[src/rtl/fir_tap_sequencer.sv]
// Time-multiplexed FIR controller: one shared multiply-accumulate per clock over TAPS taps.
// Define FIR_TAP_SEQUENCER_SAT_EN to saturate each accumulate step instead of wrapping.
module fir_tap_sequencer #(
    parameter int DATA_W = 2,
    parameter int COEF_W = 4,
    parameter int TAPS   = 8,
    parameter int ACC_W  = 4,
    parameter int ADDR_W = 3
) (
    input  logic              clock,
    input  logic              reset,
    input  logic              in_valid,
    output logic              in_ready,
    input  logic [DATA_W-1:0] x,
    output logic              out_valid,
    input  logic              out_ready,
    output logic [ACC_W-1:0]  out_data,
    input  logic              cfg_we,
    input  logic [ADDR_W-1:0] cfg_addr,
    input  logic [COEF_W-1:0] cfg_data,
    output logic              cfg_err,
    output logic              busy
);

    localparam int PROD_W = DATA_W + COEF_W;
    localparam int SUM_W  = ((PROD_W > ACC_W) ? PROD_W : ACC_W) + 1;
    localparam logic [ADDR_W-1:0] LAST_TAP = ADDR_W'(TAPS - 1);

    typedef enum logic [1:0] {
        IDLE,
        ACCUM,
        DONE
    } state_t;

    state_t state, state_next;

    logic [DATA_W-1:0] tap  [TAPS];
    logic [COEF_W-1:0] coef [TAPS];
    logic [ACC_W-1:0]  acc;
    logic [ACC_W-1:0]  acc_next;
    logic [ADDR_W-1:0] k;
    logic [PROD_W-1:0] product;

    // Full-width product so no bits are lost before the accumulate step.
    always_comb begin
        product = PROD_W'(coef[k]) * PROD_W'(tap[k]);
    end

`ifdef FIR_TAP_SEQUENCER_SAT_EN
    logic [SUM_W-1:0] sum_full;

    always_comb begin
        sum_full = SUM_W'(acc) + SUM_W'(product);
        if (sum_full > SUM_W'({ACC_W{1'b1}})) begin
            acc_next = {ACC_W{1'b1}};
        end else begin
            acc_next = sum_full[ACC_W-1:0];
        end
    end
`else
    always_comb begin
        acc_next = ACC_W'(SUM_W'(acc) + SUM_W'(product));
    end
`endif

    // NOTE: every signal written in always_comb gets a default first so no latch is inferred.
    always_comb begin
        state_next = state;
        in_ready   = (state == IDLE);
        busy       = (state != IDLE);
        unique case (state)
            IDLE:    if (in_valid) state_next = ACCUM;
            ACCUM:   if (k == LAST_TAP) state_next = DONE;
            DONE:    if (out_ready) state_next = IDLE;
            default: state_next = IDLE;
        endcase
    end

    // NOTE: sequential state uses non-blocking assignments so every register samples pre-edge values.
    always_ff @(posedge clock or negedge reset) begin
        if (!reset) begin
            state <= IDLE;
        end else begin
            state <= state_next;
        end
    end

    // NOTE: the coefficient table is reset on purpose; it must come up holding 1..TAPS, not just zeros.
    always_ff @(posedge clock or negedge reset) begin
        if (!reset) begin
            for (int i = 0; i < TAPS; i++) begin
                tap[i]  <= '0;
                coef[i] <= COEF_W'(i + 1);
            end
            acc       <= '0;
            k         <= '0;
            out_valid <= 1'b0;
            out_data  <= '0;
            cfg_err   <= 1'b0;
        end else begin
            cfg_err <= cfg_we && (state != IDLE);
            // Config writes only land while idle, including on an accept edge.
            if (cfg_we && (state == IDLE)) begin
                coef[cfg_addr] <= cfg_data;
            end
            unique case (state)
                IDLE: begin
                    if (in_valid) begin
                        tap[0] <= x;
                        for (int i = 1; i < TAPS; i++) begin
                            tap[i] <= tap[i-1];
                        end
                        acc <= '0;
                        k   <= '0;
                    end
                end
                ACCUM: begin
                    acc <= acc_next;
                    k   <= k + ADDR_W'(1);
                    if (k == LAST_TAP) begin
                        out_data  <= acc_next;
                        out_valid <= 1'b1;
                    end
                end
                DONE: begin
                    if (out_ready) out_valid <= 1'b0;
                end
                default: ;
            endcase
        end
    end

endmodule

[config.mk]
export PLATFORM = sky130hd
export DESIGN_NAME = fir_tap_sequencer
export DESIGN_NICKNAME = d
export VERILOG_FILES = /design/src/rtl/fir_tap_sequencer.sv
export SDC_FILE = /design/constraint.sdc
export NUM_CORES = 1
export LEC_CHECK = 0
export ABC_AREA = 1
export CELL_PAD_IN_SITES_DETAIL_PLACEMENT = 0
export CELL_PAD_IN_SITES_GLOBAL_PLACEMENT = 1
export CORE_MARGIN = 2
export CORE_UTILIZATION = 30
export CTS_CLUSTER_DIAMETER = 120
export CTS_CLUSTER_SIZE = 40
export DETAILED_ROUTE_END_ITERATION = 12
export GPL_ROUTABILITY_DRIVEN = 0
export GPL_TIMING_DRIVEN = 0
export MAX_ROUTING_LAYER = met4
export PLACE_DENSITY = 0.63
export SYNTH_ARGS = -nofsm -noshare
export SYNTH_HDL_FRONTEND = slang
export SYNTH_SLANG_ARGS = --single-unit
[constraint.sdc]
create_clock -name clock -period 7.47 [get_ports clock]
set_input_delay 1.494 -clock clock [delete_from_list [all_inputs] [get_ports clock]]
set_output_delay 1.494 -clock clock [all_outputs]
set_load 0.01 [all_outputs]
Word level (Yosys, flattened, before mapping) --
Index checks and enable logic that the tools add are counted.
Storage, ports and cells: word-level logic and storage cells 68, bits in registers 63
Operators by class: $mul 1, reductions and logical operators 12, add/sub/neg operators 2, multiplexer cells 20, bitwise gates (word level) 2, magnitude comparators 3, equality and inequality tests 6
Operators with widths (number):
- 32-bit bitwise mux | 1
- 4-bit 2-to-1 mux | 4
- 4-bit binary-select mux with 3-bit select | 1
- 4-bit demux with 3-bit select | 1
- 2-bit 2-to-1 mux | 5
- 4-bit >= comparator, second input constant | 2
- 3-bit NOT with 4-bit output | 2
- 4-bit one-hot mux with 2 select lines | 1
- 2-bit binary-select mux with 3-bit select | 1
- 2-bit inequality test, second input constant | 3
- 2-bit one-hot mux with 3 select lines | 1
- 3-bit one-hot mux with 2 select lines | 1
- 2-bit AND reduction | 3
- 3-bit AND reduction | 2
- 2-bit nonzero test | 3
- 4-bit adder | 1
- 4-bit by 1-bit less-than comparator with 1-bit output, second input constant | 1
- 4-bit by 2-bit multiplier with 4-bit output | 1
- 3-bit by 1-bit adder with 3-bit output, second input constant | 1
- 3-bit == test, second input constant | 1
- 1-bit logical AND | 3
- 3-bit 2-to-1 mux | 1
- 2-bit by 1-bit == test with 1-bit output, second input constant | 1
- 2-bit == test, second input constant | 1
- other kinds (3) | 4

Longest topological paths before layout --
Gate-level depths: netlist of the first run.
depth in word-level cells 7, mapped depth 18, gate-level depth less buffers 16

Least setup slack after synthesis of the first run --
No wires, ideal clock.
path type reg-to-reg, start point register k[0], end point register out_data[3], clock period less this slack 2.673 ns, data arrival time 2.556 ns, path slack 4.797 ns, stages on the path, launching flop included 16, library setup time 0.117 ns, cells stage by stage dfrtp_1 buf_6 buf_4 buf_2 o21ai_0 o22ai_1 o21ai_1 a21oi_1 fa_1 ha_1 inv_1 fa_1 inv_1 nand3_1 nand3_1 nand2_1
Between the ends: cells in the longest elaborated chain, start to end 6, elaborated cells between the ends (all ways) 11, those cells by class add/sub: 1; mul: 1; eq/ne: 1; mux: 6; bitwise: 1; reduce/logical: 1
Ends and longest elaborated chain:
- start: declaration | line 41 | logic [ADDR_W-1:0] k;
- start signal: assignment | line 119 | k <= k + ADDR_W'(1);
- 3-bit NOT with 4-bit output (not written as such) | line 46 | product = PROD_W'(coef[k]) * PROD_W'(tap[k]);
- 4-bit binary-select mux with 3-bit select or 2-bit binary-select mux with 3-bit select (tied branches) | line 46
- 4-bit 2-to-1 mux (not written as such) or 2-bit 2-to-1 mux (tied branches) (2 in a row) | line 46
- 4-bit by 2-bit multiplier with 4-bit output | line 46
- 4-bit adder | line 62 | acc_next = ACC_W'(SUM_W'(acc) + SUM_W'(product));
- end signal: assignment | line 121 | out_data <= acc_next;
- end: declaration | line 17 | output logic [ACC_W-1:0] out_data,
Parallel ways exist; a longest one is shown, timed or not. The select of a mux whose other input is x is not followed. A chain may end at the register's enable or synchronous reset.

Worst setup path in the final report of the first run --
start point register state[1], end point output port in_ready
Between the ends: cells in the longest elaborated chain, start to end 1
Ends and longest elaborated chain:
- start: declaration | line 35 | state_t state, state_next;
- start signal: assignment | line 84 | state <= state_next;
- 2-bit logical NOT | line 69 | in_ready = (state == IDLE);
- end: declaration | line 13 | output logic in_ready,
No other way between the ends.

==> impl_results.md, run 1 <==
- Via density: 4.46
- Syn_nets: 413
- P&R area growth vs syn: 17.3%
- Hold buffers post-CTS: 0
- Final std cells w/o fill: 565
- Worst Tran Pin Value: 0.812 ns
- Register-to-register setup slack: 4.38 ns
- Clock Path Buffers: 2
- H-tree depth: 3
- CP required: 5.98 ns
- Total negative setup slack: 0 ns
- EDFF count, synth: 0
- I/O pin cnt: 22
- Post-Synthesis Cell Area: 3120 um2
- Number of cells after detailed placement: 549
- Reg clk slew, reported paths: 0.07 ns
- Status: complete, no violations
- WL/cell: 13.2 um
- Yosys reg bits: 63
- Setup Skew: 0.00879 ns
- Dpl ws: 4.36 ns
- Critical path endpoint category: output port
- Max-Cap Viols: 0
- Setup Crit Path Kind: reg -> out
- Cells after Synth: 392
- Vias in the first global route: 2,626
- Post-CTS sizing: 0
- F_max: 0.321 GHz
- Setup bufs post-CTS: 0
- Total global routing track utilization: 15.5%
- CTS root buf: clkbuf_8
- Max-slew headroom: 45.9%
- Utilization after layout: 35.8%
- Yosys warnings: 0
- Commonest non-fill, non-tap cell in the layout: nand2_1
- DP Wirelength: 5250 um
- Grt total ovfl: 0
- Crit start category: flip-flop
- Sequential area share after synthesis: 51.0%
- Post-route minimum period: 3.12 ns
- Layout cells sized above 1: 10.5%
- Post-Syn Area per Cell: 7.97 um2
- IO buf count: 21
- Full die area: 11,200 um2
- CTS tree: yes
- Post-Route WL: 7480 um
- Leak Pwr: 1.75 nW
- Num CTS Buffers: 9
- Hold crit path type: reg -> reg
- Synth unique cells: 24
- Die height: 106 um
- First-pass GRT wire length: 13,000 um
- VDD IR-drop max: 0.158 mV
- Overall via count from detail_route: 2,518
- Worst Slack Setup Final: 4.35 ns
- Critical Path AT: 1.62 ns
- Fin. Hold Viols: 0
- Ratio of final minimum period to clock period: 41.7%
- Clock sink total: 63
- Initial antenna violation count: 0
- Max-slew violations: 0
- Largest net degree at the start of global routing: 64
- DRC viols: 0
- Pwr Density: 439 nW/um2
- DR pass1 iterations: 4
- Floorplan row count: 37
- Ys async rst share: 100%
- Die width: 106 um
- Nets: 445
- Crit Path Max Fanout: 4
- Core area: 10,200 um2
- Synth Flop Type: dfrtp_1
- DRT antenna net count: 0
- Worst-Skew Late Latency: 0.35 ns
- Unrepaired setup endpoints after global routing: no
- Most frequent cells in the layout: 123 x nand2_1, 57 x o21ai_0, 54 x inv_1
- Diodes inserted: 0
- Drt initial violations: 103
- Final setup vio count: 0
- Initial core utilization: 30.5%
path summary, 6_finish.rpt:
check | start | endpoint | cells past startpoint
worst max-delay path | state[1] | in_ready | 2
worst min-delay path | coef[21] | coef[21] | 2
worst max register to register | k[0] | acc[2] | 12
worst min register to register | coef[21] | coef[21] | 2
max in group asynchronous | reset | coef[15] | 1
min in group asynchronous | reset | tap[1] | 1
worst max-delay path: stages (launching register included):
cell and delay (ns):
dfrtp_1 0.42, nor2_2 0.25, clkdlybuf4s50_1 0.59
cells in the mapped netlist (2+ instances only):
cell | count | area [um2]
clkbuf_1 | 3 | 11.3
o21ai_0 | 57 | 285
dfrtp_1 | 50 | 1250
ha_1 | 4 | 50.1
nor2_2 | 2 | 12.5
buf_6 | 4 | 45.0
o21ai_1 | 10 | 50.1
fa_1 | 3 | 60.1
nand2_2 | 3 | 18.8
inv_1 | 54 | 203
dfstp_2 | 13 | 342
nor3_2 | 4 | 40.0
o22ai_1 | 3 | 18.8
nor2_1 | 21 | 78.8
nand3_1 | 22 | 110
nand2_1 | 123 | 462
inv_2 | 3 | 11.3
a21oi_1 | 6 | 30.0
buf_2 | 2 | 10.0
layer usage:
layer / GRT usage, % / share of wire, %
met1: 19.8 / 48
met5: - / 0
met2: 24.2 / 47
met4: 4.61 / 1.3
met3: 4.11 / 3.2
sequential cells by signal (all words and copies together), names as in the netlist:
register   count
cfg_err        1
out_valid      1
out_data       4
acc            4
k              3
state          2
tap           16
coef          32
final cells by class:
| class | count | area (um2) |
|---|---|---|
| clock inverters | 1 | 5.00 |
| well taps | 136 | 170 |
| fillers | 1083 | 6570 |
| inverters | 58 | 220 |
| multi-input cells | 261 | 1240 |
| clock buffers | 15 | 156 |
| repair buffers | 21 | 208 |
| plain buffers | 10 | 73.8 |
| flip-flops and latches | 63 | 1590 |
per-stage QoR:
stage	area [um2]	hold WS, ns	total power, W
after global placement	3500	0.464	0.00136
after floorplan	3120	0.448	0.00113
after detailed placement	3500	0.470	0.00137
final	3660	0.476	0.00161
after CTS	3660	0.479	0.00163
after global routing	3660	0.494	0.00179
cell families after synthesis:
kind of cell / after synthesis / synth area share [%]
compound gates: 77 / 12.5
buf+inv: 68 / 9.41
simple gates: 177 / 23.5
fa+ha+maj: 7 / 3.52
flops: 63 / 51.0
power by group:
group / total [W] / internal (W) / switching, W
registers: 0.000594 / 0.000514 / 0.0000792
clock network: 0.000258 / 0.000130 / 0.000128
logic: 0.000758 / 0.000291 / 0.000467
No activity file was read; power rests on OpenSTA's default activity.
==> run 2, diff against run 1 <==
==> constraint.sdc (replaced) <==
create_clock -name clock -period 3.2 [get_ports clock]
set_input_delay 0.64 -clock clock [delete_from_list [all_inputs] [get_ports clock]]
set_output_delay 0.64 -clock clock [all_outputs]
set_load 0.01 [all_outputs]
==> run 2 against run 1 <==
Against the previous run: first-iteration DRC count grew 1.9%; critical endpoint is now acc[2]; highest routed layer unchanged; register-to-register slack lost 4.2 ns; largest cell class unchanged; global-route usage is the same; power grew 130%; cell count is the same; non-clock buffer count is the same; critical path depth grew 10; via count grew 0.44%.
==> impl_results.md, run 2 (same netlist as run 1, synthesis figures left out) <==
- Register-to-register setup slack: 0.17 ns
- Num CTS Buffers: 9
- First-pass GRT wire length: 13,000 um
- Total negative setup slack: 0 ns
- Crit start category: flip-flop
- Flop pwr share: 36.8%
- Placed instance area: 3500 um2
- Leak Pwr: 1.75 nW
- Overall via count from detail_route: 2,529
- Die height: 106 um
- Total global routing track utilization: 15.5%
- Critical Path AT: 3.31 ns
- Met3 Wirelength: 258 um
- Utilization after layout: 35.9%
- Via density: 4.48
- Cell area after layout: 3670 um2
- Net Sw Power: 0.00158 W
- Fin. Hold Viols: 0
- Max-Cap Viols: 0
- Post-route minimum period: 3.03 ns
- Clock Path Buffers: 2
- Initial core utilization: 30.5%
- H-tree depth: 3
- Worst Tran Pin Value: 0.810 ns
- Setup Skew: 0.00664 ns
- Ratio of final minimum period to clock period: 94.8%
- Reg clk slew, reported paths: 0.07 ns
- Post-Route WL: 7470 um
- Unrepaired setup endpoints after global routing: yes
- Die width: 106 um
- Cell-internal power: 0.00219 W
- DR pass1 iterations: 4
- P&R area growth vs syn: 17.6%
- DRC viols: 0
- I/O pin cnt: 22
- Biggest regs: coef: 32 flops, tap: 16 flops
- CTS root buf: clkbuf_8
- Initial antenna violation count: 0
- Worst-Skew Late Latency: 0.35 ns
- Diodes inserted: 0
- Status: complete, no violations
- WL/cell: 13.2 um
- DRT antenna net count: 0
- F_max: 0.330 GHz
- Hold crit path type: in -> async
- Drt initial violations: 105
- Clock sink total: 63
- Largest register by flop count: coef
- Core area: 10,200 um2
- Metal-1 WL: 3590 um
- CP required: 3.47 ns
- Most frequent cells in the layout: 123 x nand2_1, 57 x o21ai_0, 54 x inv_1
- Max-slew violations: 0
- Clock power frac: 15.9%
- Final setup vio count: 0
- CTS tree: yes
- Commonest non-fill, non-tap cell in the layout: nand2_1
- Vias in the first global route: 2,626
- Full die area: 11,200 um2
- Max-slew headroom: 46.0%
- Floorplan row count: 37
- Largest net degree at the start of global routing: 64
- Pwr Density: 1030 nW/um2
- Crit Path Max Fanout: 10
- Hold WS: 0.383 ns
- Largest register FFs: 32
- VDD IR-drop max: 0.372 mV
- Combinational Power Share: 47.3%
- IO buf count: 21
- Hold buffers post-CTS: 0
- Sw frac: 41.9%
- Nets: 445
- DR top layer: met4
- Grt total ovfl: 0
- Setup Crit Path Kind: reg -> reg
- DP Wirelength: 5250 um
- Critical path endpoint category: flip-flop
- Layout cells sized above 1: 11.0%
- WL met2: 3530 um
- Fillers: 1,084
==> run 2: repair_timing <==
item,4_1_cts,5_1_grt
resized for setup,0,3
buffers inserted,0,0
endpoints found under the setup margin,0,4
==> run 2: final timing paths <==
path | start | endpoint | cells past startpoint
min in group clock | coef[21] | coef[21] | 2
max in group asynchronous | reset | coef[15] | 1
min | reset | tap[1] | 1
min reg2reg | coef[21] | coef[21] | 2
max | k[0] | acc[2] | 12
max reg2reg | k[0] | acc[2] | 12
==> run 2: layout make-up <==
type	instances	area (um2)	share of cell area, %
buffer	10	76.3	2.08
clock inverter	1	5.00	0.136
sequential	63	1590	43.4
timing repair buffer	21	208	5.65
tap	136	170	4.63
multi-input combinational	261	1240	33.9
clock buffer	15	156	4.26
inverter	58	220	5.99
==> run 2: power groups by stage <==
stage	clock (W)	combinational, W	sequential (W)
final	0.000599	0.00179	0.00139
after global routing	0.000659	0.00211	0.00144
after CTS	0.000628	0.00179	0.00139
after detailed placement	0	0.00178	0.00140
after global placement	0	0.00177	0.00140
after floorplan	0	0.00128	0.00137
==> run 2: critical path, stage by stage, from the launching register on <==
cell      delay (ns)
dfrtp_1         0.38
buf_6           0.16
buf_4           0.20
clkbuf_4        0.22
o21ai_0         0.08
o22ai_1         0.25
o21ai_2         0.11
a21oi_1         0.22
fa_1            0.45
ha_1            0.20
inv_1           0.06
fa_1            0.44
o22ai_1         0.17
==> run 2: per-layer routing <==
| layer | up-vias | GRT usage [%] |
|---|---|---|
| li1 | 1294 | - |
| met1 | 1189 | 19.8 |
| met2 | 35 | 24.2 |
| met3 | 11 | 4.11 |
| met4 | 0 | 4.61 |
| met5 | - | - |
==> run 2: per-stage QoR <==
step / setup slack [ns] / total power [W] / cells
after floorplan: 0.527 / 0.00264 / 392
after global placement: -0.688 / 0.00316 / 549
after detailed placement: 0.101 / 0.00319 / 549
after CTS: 0.0885 / 0.00381 / 565
after global routing: -0.0288 / 0.00420 / 565
final: 0.166 / 0.00377 / 565
